**config.mk**
```make
export PLATFORM = sky130hd
export DESIGN_NAME = alu_nzcv_mc_flat
export DESIGN_NICKNAME = d
export VERILOG_FILES = /design/src/rtl/alu_nzcv_pkg.sv /design/src/rtl/alu_nzcv_mc_if.sv /design/src/rtl/alu_nzcv_adder.sv /design/src/rtl/alu_nzcv_mc.sv /design/src/flat_wrapper.sv
export SDC_FILE = /design/constraint.sdc
export NUM_CORES = 1
export LEC_CHECK = 0
export ABC_AREA = 1
export ABC_CLOCK_PERIOD_IN_PS = 4970
export CORE_MARGIN = 2
export CORE_UTILIZATION = 50
export DETAILED_ROUTE_END_ITERATION = 6
export GPL_TIMING_DRIVEN = 1
export PLACE_DENSITY = 0.8
export RECOVER_POWER = 25
export SETUP_SLACK_MARGIN = 0.5
export SLEW_MARGIN = 20
export SYNTH_ARGS = -nofsm -noshare
export SYNTH_HDL_FRONTEND = slang
export SYNTH_HIERARCHICAL = 1
export SYNTH_SLANG_ARGS = --single-unit
```
**constraint.sdc**
```tcl
create_clock -name i_clk -period 4.97 [get_ports i_clk]
set_clock_uncertainty 0.05 [all_clocks]
set_input_delay 0.497 -clock i_clk [delete_from_list [all_inputs] [get_ports i_clk]]
set_output_delay 0.497 -clock i_clk [all_outputs]
set_load 0.03 [all_outputs]
```
**src/rtl/alu_nzcv_pkg.sv**
```systemverilog
// Shared opcode and FSM state encodings for the multi-cycle NZCV ALU.
package alu_nzcv_pkg;

    typedef enum logic [2:0] {
        OP_ADD = 3'b000,
        OP_SUB = 3'b001,
        OP_AND = 3'b010,
        OP_OR  = 3'b011,
        OP_ADC = 3'b100,
        OP_SBC = 3'b101,
        OP_MUL = 3'b110,
        OP_EOR = 3'b111
    } op_e;

    typedef enum logic {
        ST_IDLE = 1'b0,
        ST_MUL  = 1'b1
    } state_e;

endpackage

```
**src/rtl/alu_nzcv_mc_if.sv**
```systemverilog
// Request/response bundle between a requester and the NZCV ALU.
interface alu_nzcv_mc_if #(
    parameter int N = 32
);
    logic         i_valid;
    logic         o_ready;
    logic [2:0]   i_op;
    logic         i_set_flags;
    logic [N-1:0] i_a;
    logic [N-1:0] i_b;
    logic [N-1:0] o_result;
    logic         o_valid;
    logic [3:0]   o_nzcv;

    modport master (
        output i_valid, i_op, i_set_flags, i_a, i_b,
        input  o_ready, o_result, o_valid, o_nzcv
    );

    modport slave (
        input  i_valid, i_op, i_set_flags, i_a, i_b,
        output o_ready, o_result, o_valid, o_nzcv
    );
endinterface

```
**src/rtl/alu_nzcv_adder.sv**
```systemverilog
// N-bit adder with carry-in, producing carry-out and signed overflow.
module alu_nzcv_adder #(
    parameter int N = 32
) (
    input  logic [N-1:0] a,
    input  logic [N-1:0] b,
    input  logic         cin,
    output logic [N-1:0] sum,
    output logic         cout,
    output logic         ovf
);
    logic [N:0] full;

    assign full = {1'b0, a} + {1'b0, b} + {{N{1'b0}}, cin};
    assign sum  = full[N-1:0];
    assign cout = full[N];
    // Overflow when both addends share a sign that the sum does not.
    assign ovf  = (a[N-1] == b[N-1]) && (sum[N-1] != a[N-1]);
endmodule

```
**src/rtl/alu_nzcv_mc.sv**
```systemverilog
// ALU with NZCV flag register: single-cycle add/sub/logic ops, N-cycle shift-add multiply.
module alu_nzcv_mc
    import alu_nzcv_pkg::*;
#(
    parameter int N = 32
) (
    input  logic           i_clk,
    input  logic           i_reset,
    alu_nzcv_mc_if.slave   bus
);
    localparam int CW = $clog2(N);

    state_e       state, state_next;
    op_e          op;
    logic         accept;
    logic [CW-1:0] cnt;
    logic [N-1:0] mcand, mplier, acc, acc_step;
    logic         mul_last, mul_flags;
    logic [N-1:0] result;
    logic [3:0]   nzcv;
    logic         out_valid;

    logic [N-1:0] add_b, add_sum;
    logic         add_cin, add_cout, add_ovf;
    logic [N-1:0] alu_res;
    logic         alu_c, alu_v;

    assign op     = op_e'(bus.i_op);
    assign accept = bus.i_valid && (state == ST_IDLE);

    assign bus.o_ready  = (state == ST_IDLE);
    assign bus.o_result = result;
    assign bus.o_valid  = out_valid;
    assign bus.o_nzcv   = nzcv;

    // Subtracts feed the inverted operand; the carry-in selects +1 or the C flag.
    assign add_b = (op == OP_SUB || op == OP_SBC) ? ~bus.i_b : bus.i_b;

    always_comb begin
        add_cin = 1'b0;
        case (op)
            OP_SUB:         add_cin = 1'b1;
            OP_ADC, OP_SBC: add_cin = nzcv[1];
            default:        add_cin = 1'b0;
        endcase
    end

    alu_nzcv_adder #(.N(N)) u_adder (
        .a    (bus.i_a),
        .b    (add_b),
        .cin  (add_cin),
        .sum  (add_sum),
        .cout (add_cout),
        .ovf  (add_ovf)
    );

    always_comb begin
        alu_res = '0;
        alu_c   = 1'b0;
        alu_v   = 1'b0;
        case (op)
            OP_ADD, OP_SUB, OP_ADC, OP_SBC: begin
                alu_res = add_sum;
                alu_c   = add_cout;
                alu_v   = add_ovf;
            end
            OP_AND:  alu_res = bus.i_a & bus.i_b;
            OP_OR:   alu_res = bus.i_a | bus.i_b;
            OP_EOR:  alu_res = bus.i_a ^ bus.i_b;
            default: alu_res = '0;
        endcase
    end

    // Bit 0 of the multiplier is consumed at acceptance, bits 1..N-1 in the MUL state.
    assign acc_step = acc + (mplier[0] ? mcand : '0);
    assign mul_last = (cnt == CW'(1));

    always_ff @(posedge i_clk) begin
        if (i_reset) state <= ST_IDLE;
        else         state <= state_next;
    end

    always_comb begin
        state_next = state;
        case (state)
            ST_IDLE: if (accept && op == OP_MUL) state_next = ST_MUL;
            ST_MUL:  if (mul_last)               state_next = ST_IDLE;
            default: state_next = ST_IDLE;
        endcase
    end

    always_ff @(posedge i_clk) begin
        if (i_reset) begin
            cnt       <= '0;
            mcand     <= '0;
            mplier    <= '0;
            acc       <= '0;
            mul_flags <= 1'b0;
            result    <= '0;
            nzcv      <= 4'b0000;
            out_valid <= 1'b0;
        end else begin
            out_valid <= 1'b0;
            if (state == ST_IDLE) begin
                if (accept && op == OP_MUL) begin
                    mcand     <= bus.i_a << 1;
                    mplier    <= bus.i_b >> 1;
                    acc       <= bus.i_b[0] ? bus.i_a : '0;
                    cnt       <= CW'(N - 1);
                    mul_flags <= bus.i_set_flags;
                end else if (accept) begin
                    result    <= alu_res;
                    out_valid <= 1'b1;
                    if (bus.i_set_flags)
                        nzcv <= {alu_res[N-1], alu_res == '0, alu_c, alu_v};
                end
            end else begin
                mcand  <= mcand << 1;
                mplier <= mplier >> 1;
                acc    <= acc_step;
                cnt    <= cnt - CW'(1);
                if (mul_last) begin
                    result    <= acc_step;
                    out_valid <= 1'b1;
                    if (mul_flags)
                        nzcv <= {acc_step[N-1], acc_step == '0, nzcv[1:0]};
                end
            end
        end
    end
endmodule

```
**src/flat_wrapper.sv**
```systemverilog
// flat-port wrapper written by rule: the top's interface ports become plain ports
module alu_nzcv_mc_flat import alu_nzcv_pkg::*;
#(
    parameter int N = 32
)
  (i_clk, i_reset, bus_i_valid, bus_i_op, bus_i_set_flags, bus_i_a, bus_i_b, bus_o_ready, bus_o_result, bus_o_valid, bus_o_nzcv);
  alu_nzcv_mc_if #(.N(N)) bus_i ();
  input  logic i_clk;
  input  logic i_reset;
  input wire logic [$bits(bus_i.i_valid)-1:0] bus_i_valid;
  input wire logic [$bits(bus_i.i_op)-1:0] bus_i_op;
  input wire logic [$bits(bus_i.i_set_flags)-1:0] bus_i_set_flags;
  input wire logic [$bits(bus_i.i_a)-1:0] bus_i_a;
  input wire logic [$bits(bus_i.i_b)-1:0] bus_i_b;
  output wire logic [$bits(bus_i.o_ready)-1:0] bus_o_ready;
  output wire logic [$bits(bus_i.o_result)-1:0] bus_o_result;
  output wire logic [$bits(bus_i.o_valid)-1:0] bus_o_valid;
  output wire logic [$bits(bus_i.o_nzcv)-1:0] bus_o_nzcv;
  assign bus_i.i_valid = bus_i_valid;
  assign bus_i.i_op = bus_i_op;
  assign bus_i.i_set_flags = bus_i_set_flags;
  assign bus_i.i_a = bus_i_a;
  assign bus_i.i_b = bus_i_b;
  assign bus_o_ready = bus_i.o_ready;
  assign bus_o_result = bus_i.o_result;
  assign bus_o_valid = bus_i.o_valid;
  assign bus_o_nzcv = bus_i.o_nzcv;
  alu_nzcv_mc #(.N(N)) u_core (.i_clk(i_clk), .i_reset(i_reset), .bus(bus_i));
endmodule
```
---- Word level (Yosys, flattened, before mapping) ----
Index checks and enable logic that the tools add are counted.
Widths: inputs -> output; s select.
operators by class
  multiplexer cells ....................... 32
  add/subtract/negate cells ............... 4
  bitwise logic cells ..................... 6
  eq/ne operators ......................... 13
  reduce and logical (&&, ||, !) cells .... 16
operators with widths
  kind                 count
  $mux 32              11
  $pmux 32 s4          1
  $logic_not 32->1     2
  $mux 31              2
  $add 32x32->33       1
  $add 33x1->33        1
  $add 32x32->32       1
  $and 32x32->32       1
  $not 32->32          1
  $or 32x32->32        1
  $xor 32x32->32       1
  $mux 4               6
  $eq 3x3->1 const B   4
  $mux 5               2
  $mux 1               8
  $eq 3x2->1 const B   2
  $reduce_bool 2->1    3
  $eq 5x1->1 const B   1
  $reduce_and 5->1     1
  $sub 5x1->5 const B  1
  $ne 2x2->1 const B   2
  $pmux 1 s2           2
  $reduce_and 4->1     1
  $reduce_or 4->1      1
  11 further kinds     14
word-level totals
  input port bits ......................... 71
  output and inout bits ................... 38
  register bits ........................... 138
  word-level logic and storage cells ...... 81

---- Logic depth before layout (Yosys ltp) ----
Gate-level depths: netlist (run 1).
  word-level depth ........................ 12
  gate-level depth with buffers ........... 28
  mapped depth without buffers ............ 26

---- By module ----
The synthesis (run 1) kept the hierarchy.
modules (own cells, without submodules)
  module          area an instance (µm²)  cells each  sequential area each (µm²)  instances
  alu_nzcv_mc     10617.7                 1722        2762.6                      1
  alu_nzcv_adder  2199.6                  426         0.0                         1

---- Worst setup path before layout (run 1) ----
No wires, ideal clock.
  path kind ............................... input -> register
  start point ............................. in bus_i_op[1]
  end point ............................... reg u_core.nzcv[2], in the netlist u_core/bus.o_nzcv[2]
  path slack .............................. 1.272 ns
  path buffers ............................ 2
  required time ........................... 4.854 ns
  library setup time ...................... 0.066 ns
  cell stages on the path ................. 26
  arrival ................................. 3.582 ns
  cell sequence ........................... inv_2 buf_2 nand2_1 buf_2 o21ai_0 fa_1 fa_1 nand3_1 nand2_2 nand2_2 nand2_2 nand2_1 nand2_1 nand2_1 nand3b_1 nand2_1 nand2_1 nand2_1 o21ai_0 a211oi_1 nand4_1 nor2_1 nand3_1 nand2_1 inv_1 a21oi_2
on the way
  elaborated cells on any way between the ends .. 24
  classes of those cells .................. add/sub: 2; eq/ne: 8; mux: 7; reduce/logical: 7
RTL lines
  what                    RTL line              source
  start: declaration      flat_wrapper.sv:11    input wire logic [$bits(bus_i.i_op)-1:0] bus_i_op;
  $eq 3x3->1              alu_nzcv_mc.sv:41     case (op)
  $reduce_or 2->1         alu_nzcv_mc.sv:41
  $pmux 1 s2 (*)          alu_nzcv_mc.sv:41
  net u_core.add_cin      alu_nzcv_mc.sv:24     logic add_cin, add_cout, add_ovf;
  $add 33x1->33 (*)       alu_nzcv_adder.sv:14  assign full = {1'b0, a} + {1'b0, b} + {{N{1'b0}}, cin};
  net u_core.add_sum[26]  alu_nzcv_mc.sv:23     logic [N-1:0] add_b, add_sum;
  $pmux 32 s4 (*)         alu_nzcv_mc.sv:61     case (op)
  $logic_not 32->1 (*)    alu_nzcv_mc.sv:115    nzcv <= {alu_res[N-1], alu_res == '0, alu_c, alu_v};
  $mux 4 (*)              alu_nzcv_mc.sv:114    if (bus.i_set_flags)
  $mux 4 (*)              alu_nzcv_mc.sv:111    end else if (accept) begin
  $mux 4 (*)              alu_nzcv_mc.sv:105    if (accept && op == OP_MUL) begin
  $mux 4 (*)              alu_nzcv_mc.sv:104    if (state == ST_IDLE) begin
  end signal: assignment  alu_nzcv_mc.sv:115
  end signal: assignment  alu_nzcv_mc.sv:126    nzcv <= {acc_step[N-1], acc_step == '0, nzcv[1:0]};
  end: declaration        alu_nzcv_mc.sv:20     logic [3:0] nzcv;
Mark *: on every way through the listed nets, which the timed path passes. The rest lies on a longest branch. The select of a mux whose other input is x is not followed.
A chain may end at the register's enable or synchronous reset.

---- Final worst setup path (run 1) ----
  start point ............................. in bus_i_op[1]
  end point ............................... reg u_core.nzcv[2], in the netlist u_core/bus.o_nzcv[2]
on the way
  cells in the longest elaborated chain, start to end .. 11
  elaborated cells on any way between the ends .. 24
  classes of those cells .................. add/sub: 2; eq/ne: 8; mux: 7; reduce/logical: 7
ends and longest elaborated chain
  what                                             RTL line              source
  $eq 3x1->1 / $eq 3x3->1 (equally long branches)  alu_nzcv_mc.sv:37     assign add_b = (op == OP_SUB || op == OP_SBC) ? ~bus.i_b : bus.i_b;
  $logic_or 1x1->1 (*)                             alu_nzcv_mc.sv:37
  $mux 32 (*)                                      alu_nzcv_mc.sv:37
  net u_core.add_b[7]                              alu_nzcv_mc.sv:23
  $add 32x32->33 (*)                               alu_nzcv_adder.sv:14
  $add 33x1->33 (*)                                alu_nzcv_adder.sv:14
  net u_core.add_sum[21]                           alu_nzcv_mc.sv:23
  $pmux 32 s4 (*)                                  alu_nzcv_mc.sv:61
  $logic_not 32->1 (*)                             alu_nzcv_mc.sv:115
  $mux 4 (*)                                       alu_nzcv_mc.sv:114
  $mux 4 (*)                                       alu_nzcv_mc.sv:111
  $mux 4 (*)                                       alu_nzcv_mc.sv:105
  $mux 4 (*)                                       alu_nzcv_mc.sv:104
Marked as above.

==> out/results.tsv, run 1 <==
stage	metric	value	unit
run_status	status	complete, but fails checks	
run_status	failing checks	max-capacitance violations, max-slew violations	
setup_path	Startpoint Class	input port	
floorplan	total die area	26930	um2
setup_path	Worst Path Max Fanout	21	
floorplan	core footprint	25180	um2
setup_path	CP delay by family, top	simple AND/OR/NAND/NOR gates	
sta	worst slew pin tran	2.363	ns
clock_network	Post-CTS Hold Buffers	0	
cells_and_area	diode count	0	
cells_and_area	multi-input logic area	8556	um2
setup_path	Worst Path Arrival	4.29	ns
routing	Met2 Wirelength	21.24	mm
floorplan	IO Pins	109	
synthesis	library cells used by synthesis	43	
setup_path	Worst EP required	5.27	ns
floorplan	Die Span Y	164.1	um
global_routing	pin count of the biggest net entering global routing	86	
routing	drt pass-1 iters	7	
routing	Detail Route Antenna Nets	0	
sta	endpoints failing hold	0	
synthesis	post-synthesis adder-cell area fraction	12.87	%
synthesis	post-synth top area cell	dfxtp_1	
power	switching share of power	37.82	%
clock_network	root buf cell	clkbuf_16	
power	VDD IR max	0.2348	mV
setup_path	Worst path max stage delay	0.63	ns
global_routing	GRT overflow	0	
place	GP Congestion	1.035	
synthesis	post-synthesis mux area share	0	%
sta	setup violators final	0	
place	I/O Buffers	108	
power	Comb pwr share	31.7	%
place	Final HPWL DP	35.67	mm
global_routing	Tot GR Track Use	34.08	%
cells_and_area	register area	2766	um2
sta	post-route setup TNS	0	ns
sta	Slew headroom	-57.50	%
setup_path	CP most frequent cell	nand2_1	
flow_run	Max Cap Viol	2	
clock_network	Reg clk slew, reported paths	0.07	ns
global_routing	global-route wire length before repair	71.30	mm
routing	DRC	0	
sta	final period utilization	80.17	%
sta	f_max	251.0	MHz
hold_path	Hold Path Class	flop to flop	
clock_network	Setup Buffers After CTS	0	
routing	met1 wire length	19.58	mm
setup_path	critical path class	input port to flop	
power	sw power	1.368	mW
cells_and_area	Filler cells	2521	
synthesis	number of synthesized register bits	138	
cells_and_area	area grow syn2layout	14.25	%
synthesis	Simple-Gate Fraction of Synth Area	33.66	%
cells_and_area	layout cells sized above 1	3.729	%
sta	min Tclk post-route	3.985	ns
global_routing	vias in the first global route	13284	
floorplan	Initial Utilization	50.90	%
clock_network	Num Clock Sinks	138	
synthesis	largest family of logic cells by synthesized area	simple AND/OR/NAND/NOR gates	
synthesis	synth top area cells	dfxtp_1 22%, nand2_1 21%, ha_1 12%	
setup_path	slowest CP cell	clkdlybuf4s50_1	
synthesis	post-synthesis cell count	2148	
sta	RSZ-0062 raised after global routing	no	
routing	total number of vias	14264	
cells_and_area	most frequent cells in the layout	722 x nand2_1, 301 x inv_1, 181 x nor2_1	
routing	WL met3	3.490	mm
power	internal power	2.248	mW
global_routing	initial antenna violation count	1	
synthesis	xor/xnor share of the synthesized area	4.168	%
sta	fin. max-slew vios	88	
synthesis	Syn Nets	2349	
cells_and_area	Final #Nets	2415	
synthesis	post-synthesis cell area	12820	um2
clock_network	Max clock buf depth	2	
sta	Hold WS	0.4190	ns
routing	Total Wirelength	45.61	mm
power	sequential share of power	33.9	%
setup_path	Crit. End Element	flop	
routing	Top Metal Used	met4	
clock_network	clock latency on the worst-skew pair	0.43	ns
floorplan	die width	164.1	um
clock_network	post_cts resized	0	
synthesis	fraction of synthesized cell area taken by the top area cell type	21.55	%
routing	Vias/cell	5.581	
routing	drt wl/cell	17.84	um
cells_and_area	most common cell after layout, fill and taps aside	nand2_1	
setup_path	CP Buf/Inv Count	6	
power	power share of the clock group	34.4	%
synthesis	Synth Area in Compound Gates	16.06	%
synthesis	Post-Syn Area per Cell	5.967	um2
clock_network	H-tree level count	4	
power	Leakage	7.482	nW
synthesis	sequential area share after synthesis	21.55	%
clock_network	CTS tree	done	
routing	initial drt markers	1791	
clock_network	TritonCTS Buffers	17	
power	Power Dens Cells	246.9	nW/um2
synthesis	Syn. warnings	6	
floorplan	# rows	58	
==> worst reg2reg max path, cell delays in order, from the launching register on <==
cell and delay, ns:
dfxtp_1 0.39, nand3_1 0.12, o21ai_0 0.13, fa_1 0.46, fa_1 0.46, nand3_1 0.14, nand2_2 0.11, nand2_2 0.08
nand2_2 0.07, nand3_1 0.10, nand2_2 0.10, xor2_1 0.18, nand2_1 0.07, nand2_1 0.05, a211oi_1 0.35, nand4_1 0.14
nor2_1 0.17, nand3_1 0.11, nand2_1 0.06, inv_1 0.04, a21oi_2 0.13
==> power groups by stage <==
stage	combinational [mW]	clock, mW	sequential [mW]
2_1_floorplan	0.689	0	1.29
3_3_place_gp	1.11	0	1.25
3_5_place_dp	1.12	0	1.25
4_1_cts	1.13	1.25	1.22
5_1_grt	1.25	1.31	1.23
6_report	1.15	1.24	1.23
==> cells in the mapped netlist, drive strengths merged <==
library cell / number
a221oi: 2
nand2: 736
and2: 1
a22o: 2
clkinv: 1
o21ai: 135
o22ai: 1
a21oi: 98
inv: 305
nor4: 1
dfxtp: 138
fa: 3
o21a: 3
clkbuf: 51
ha: 127
nand3b: 6
xor2: 58
nand3: 94
nor2: 184
a22oi: 2
a21boi: 2
o211ai: 3
o21bai: 8
or2: 10
and3: 1
nand4: 20
a211oi: 12
xnor2: 3
or3: 1
nor3: 14
a21o: 2
a31oi: 97
buf: 27
==> per-layer routing <==
layer	GRT usage, %	up-vias
li1	-	7003
met1	45.26	6540
met2	57.61	636
met3	4.242	85
met4	10.33	0
met5	0	-
==> cell families (layout without fill, tap and decap cells) <==
family,count (synthesis),in the layout
AND/OR/NAND/NOR,1068,1068
buffers and inverters,384,462
AO/OA/AOI/OAI,367,367
flip-flops,138,138
adder cells (fa/ha/maj),130,130
XOR/XNOR,61,61
==> metrics by stage <==
| step | setup WS [ns] | utilization [%] | power [mW] | cell area, um2 | instances |
|---|---|---|---|---|---|
| final | 0.9853 | 58.15 | 3.616 | 14640 | 2556 |
| after global routing | 0.5868 | 58.15 | 3.788 | 14640 | 2556 |
| after CTS | 0.9728 | 58.23 | 3.602 | 14660 | 2556 |
| after detailed placement | 0.5790 | 56.02 | 2.370 | 14110 | 2525 |
| after global placement | 0.6787 | 56.01 | 2.355 | 14100 | 2525 |
| after floorplan | 1.272 | - | 1.975 | 12820 | 2148 |
==> registers in the layout (all words and copies together) (netlist names) <==
signal / count
u_core/mul_flags: 1
u_core/mplier: 31
u_core/acc: 32
u_core/bus.o_nzcv: 4
u_core/bus.o_result: 32
u_core/mcand: 31
u_core/cnt: 5
u_core/state: 1
u_core/bus.o_valid: 1
==> path summary, 6_finish.rpt <==
path	cells past startpoint	slack, ns	startpoint	endpoint
worst max-delay path	26	0.99	bus_i_op[1]	u_core/bus.o_nzcv[2]$_SDFFE_PP0P_
worst min-delay path	2	0.42	u_core/mplier[30]$_SDFFE_PP0P_	u_core/mplier[30]$_SDFFE_PP0P_
worst max register to register	20	1.40	u_core/bus.o_nzcv[1]$_SDFFE_PP0P_	u_core/bus.o_nzcv[2]$_SDFFE_PP0P_
worst min register to register	2	0.42	u_core/mplier[30]$_SDFFE_PP0P_	u_core/mplier[30]$_SDFFE_PP0P_
==> layout make-up <==
class                           count  area share [%]
Tap cell                          330           2.820
Clock inverter                     13          0.7348
Inverter                          306           7.861
Sequential cell                   138           18.89
Clock buffer                       18           3.076
Timing Repair Buffer              125           8.194
Multi-Input combinational cell   1626           58.42
Power figures use the tool's default switching activity.
==> run 2: changes to the inputs <==
--- a/config.mk
+++ b/config.mk
@@ -6,12 +6,12 @@
 export NUM_CORES = 1
 export LEC_CHECK = 0
 export ABC_AREA = 1
-export ABC_CLOCK_PERIOD_IN_PS = 4970
+export ABC_CLOCK_PERIOD_IN_PS = 3600
 export CORE_MARGIN = 2
 export CORE_UTILIZATION = 50
 export DETAILED_ROUTE_END_ITERATION = 6
 export GPL_TIMING_DRIVEN = 1
-export PLACE_DENSITY = 0.8
+export PLACE_DENSITY = 0.83
 export RECOVER_POWER = 25
 export SETUP_SLACK_MARGIN = 0.5
 export SLEW_MARGIN = 20
==> constraint.sdc (replaced) <==
create_clock -name i_clk -period 3.6 [get_ports i_clk]
set_clock_uncertainty 0.05 [all_clocks]
set_input_delay 0.36 -clock i_clk [delete_from_list [all_inputs] [get_ports i_clk]]
set_output_delay 0.36 -clock i_clk [all_outputs]
set_load 0.03 [all_outputs]
==> run 2 against run 1 <==
  * The flow still finishes with violations (max-capacitance violations, max-slew violations)
  * Cell count increased by 8.1%
  * Combinational power increased by 86%
  * Final area increased by 15%
  * Hold slack got worse by 0.097 ns
  * First-iteration DRC count decreased by 2.4%
  * Worst setup slack got worse by 0.62 ns
  * Global-route usage increased by 2.1 points
  * Sequential power increased by 37%
  * Die area unchanged
  * Largest power group is now combinational cells
  * Highest routed layer unchanged
==> out/results.tsv, run 2 (synthesis results as in run 1) <==
stage	metric	value	unit	change
routing	drt pass-1 iters	6		-1
setup_path	Crit. End Element	flop		
setup_path	critical path class	input port to flop		
routing	drt wl/cell	18.02	um	+1.0%
clock_network	CTS tree	done		
floorplan	Initial Utilization	50.90	%	unchanged
sta	endpoints failing hold	0		unchanged
floorplan	# rows	58		unchanged
hold_path	Hold Path Class	input port to flop		
floorplan	die width	164.1	um	unchanged
setup_path	Worst EP required	3.91	ns	-1.36 ns
sta	worst slew pin tran	1.625	ns	-0.7380 ns
global_routing	Tot GR Track Use	36.15	%	+2.1 points
clock_network	Max clock buf depth	2		unchanged
place	Final HPWL DP	38.21	mm	+7.1%
cells_and_area	Non-Filler Instances	2764		+8.1%
power	VDD IR max	0.3337	mV	+42%
routing	DRC	0		unchanged
clock_network	TritonCTS Buffers	17		unchanged
clock_network	root buf cell	clkbuf_16		
global_routing	pin count of the biggest net entering global routing	86		unchanged
floorplan	Die Span Y	164.1	um	unchanged
floorplan	IO Pins	109		unchanged
routing	Detail Route Antenna Nets	0		unchanged
clock_network	Post-CTS Hold Buffers	0		unchanged
cells_and_area	area grow syn2layout	31.02	%	
sta	final period utilization	89.92	%	
clock_network	Reg clk slew, reported paths	0.07	ns	about the same
place	placed insts	2699		+6.9%
setup_path	CP cell instances	clkdlybuf4s50_1 -> inv_1 -> xor2_1 -> ha_2 -> nand2_2 -> nor2_2 -> inv_2 -> nor2_4 -> nand3_4 -> buf_4 -> nand4_1 -> nand2_2 -> nand2_2 -> o21ai_2 -> nor2_1 -> nand2_1 -> nor3_2 -> nand2_1 -> nor2_1 -> nand3_1 -> nand2_1 -> inv_1 -> a21oi_2		
power	Power Dens Cells	337.6	nW/um2	+37%
sta	f_max	308.9	MHz	
setup_path	slowest CP cell	clkdlybuf4s50_1		
run_status	failing checks	max-capacitance violations, max-slew violations		
global_routing	vias in the first global route	14668		+10%
cells_and_area	layout cells sized above 1	16.27	%	+13 points
place	I/O Buffers	108		unchanged
sta	fin. max-slew vios	36		-59%
sta	min Tclk post-route	3.237	ns	
power	Tot Pwr	5.669	mW	+57%
setup_path	Worst Path Arrival	3.54	ns	-0.75 ns
global_routing	initial antenna violation count	4		+3
power	Leakage	8.654	nW	+16%
place	pre-CTS setup slack	-0.4187	ns	-0.9978 ns
sta	Slew headroom	-8.303	%	+49 points
run_status	status	complete, but fails checks		
cells_and_area	Final #Nets	2622		+8.6%
setup_path	Startpoint Class	input port		
sta	post-route setup TNS	0	ns	unchanged
sta	Hold WS	0.3221	ns	-0.09690 ns
setup_path	Worst Path Max Fanout	4		-81%
setup_path	CP delay by family, top	simple AND/OR/NAND/NOR gates		
sta	RSZ-0062 raised after global routing	yes		
sta	final setup margin	0.3630	ns	-0.6223 ns
routing	Vias/cell	5.621		+0.73%
cells_and_area	Filler cells	2260		-10%
clock_network	clock latency on the worst-skew pair	0.44	ns	about the same
clock_network	Num Clock Sinks	138		unchanged
global_routing	GRT overflow	0		unchanged
routing	Total Wirelength	49.81	mm	+9.2%
cells_and_area	most frequent cells in the layout	696 x nand2_1, 295 x inv_1, 213 x buf_4		
clock_network	H-tree level count	4		unchanged
cells_and_area	diode count	0		unchanged
routing	initial drt markers	1748		-2.4%
place	GP Congestion	0.9867		-4.7%
flow_run	Max Cap Viol	1		-1
routing	total number of vias	15537		+8.9%
floorplan	core footprint	25180	um2	unchanged
setup_path	CP Buf/Inv Count	5		-1
global_routing	global-route wire length before repair	75.51	mm	+5.9%
cells_and_area	most common cell after layout, fill and taps aside	nand2_1		
setup_path	Worst path max stage delay	0.54	ns	-0.09 ns
sta	setup violators final	0		unchanged
floorplan	total die area	26930	um2	unchanged
[run 2: through the flow]
step	utilization, %	area (um2)
after floorplan	-	12890
after global placement	61.70	15540
after detailed placement	61.70	15540
after CTS	65.32	16450
after global routing	66.69	16790
final	66.69	16790
[run 2: path summary, 6_finish.rpt]
| check | cells after the start | start | slack (ns) | end |
|---|---|---|---|---|
| worst min register to register | 2 | u_core/mplier[30]$_SDFFE_PP0P_ | 0.42 | u_core/mplier[30]$_SDFFE_PP0P_ |
| worst min-delay path | 3 | bus_i_b[4] | 0.32 | u_core/mplier[3]$_SDFFE_PP0P_ |
| worst max-delay path | 23 | bus_i_b[17] | 0.36 | u_core/bus.o_nzcv[2]$_SDFFE_PP0P_ |
| worst max register to register | 23 | u_core/bus.o_nzcv[1]$_SDFFE_PP0P_ | 0.38 | u_core/bus.o_nzcv[2]$_SDFFE_PP0P_ |
[run 2: layer usage]
layer | vias to the layer above | global-route usage (%) | share of wire [%]
met5 | - | 0 | 0
met4 | 0 | 16.63 | 5.3
met3 | 179 | 5.455 | 8.4
met2 | 791 | 59.91 | 45
met1 | 7154 | 46.21 | 41
li1 | 7413 | - | -
[run 2: worst reg2reg max path: stages, from the launching register on]
cell and delay, ns:
dfxtp_4 0.37, nand3_4 0.07, o21ai_4 0.06, fa_2 0.43, fa_2 0.42, nand3_2 0.09
nand2_4 0.08, nand2_4 0.09, nand2_4 0.06, nand3_4 0.07, nand3_2 0.08, nand2_2 0.09
nand2_2 0.05, nand2_2 0.09, o21ai_2 0.07, nor2_1 0.13, nand2_1 0.09, nor3_2 0.24
nand2_1 0.08, nor2_1 0.12, nand3_1 0.09, nand2_1 0.07, inv_1 0.04, a21oi_2 0.11
[run 2: power breakdown]
| part | internal [mW] | total, mW | leakage [nW] | switching, mW |
|---|---|---|---|---|
| clock | 0.994 | 1.83 | 0.294 | 0.839 |
| combinational | 0.914 | 2.14 | 7.23 | 1.23 |
| sequential | 1.62 | 1.69 | 1.13 | 0.0740 |
| total | 3.53 | 5.67 | 8.65 | 2.14 |
[run 2: timing repair]
action	in CTS	in global routing
gates cloned	0	2
pin swaps	49	49
setup endpoints to repair	17	9
hold endpoints to repair	0	0
gates resized for setup	79	69
setup buffers	19	12
[run 2: area by class of cell]
type                    count  area [um2]  area share (%)
repair buffers            331        2820           16.79
multi-input cells        1627        9029           53.76
clock inverters            15       175.2           1.043
clock buffers              17       425.4           2.533
inverters                 306        1161           6.914
flip-flops and latches    138        2770           16.50
well taps                 330       412.9           2.459
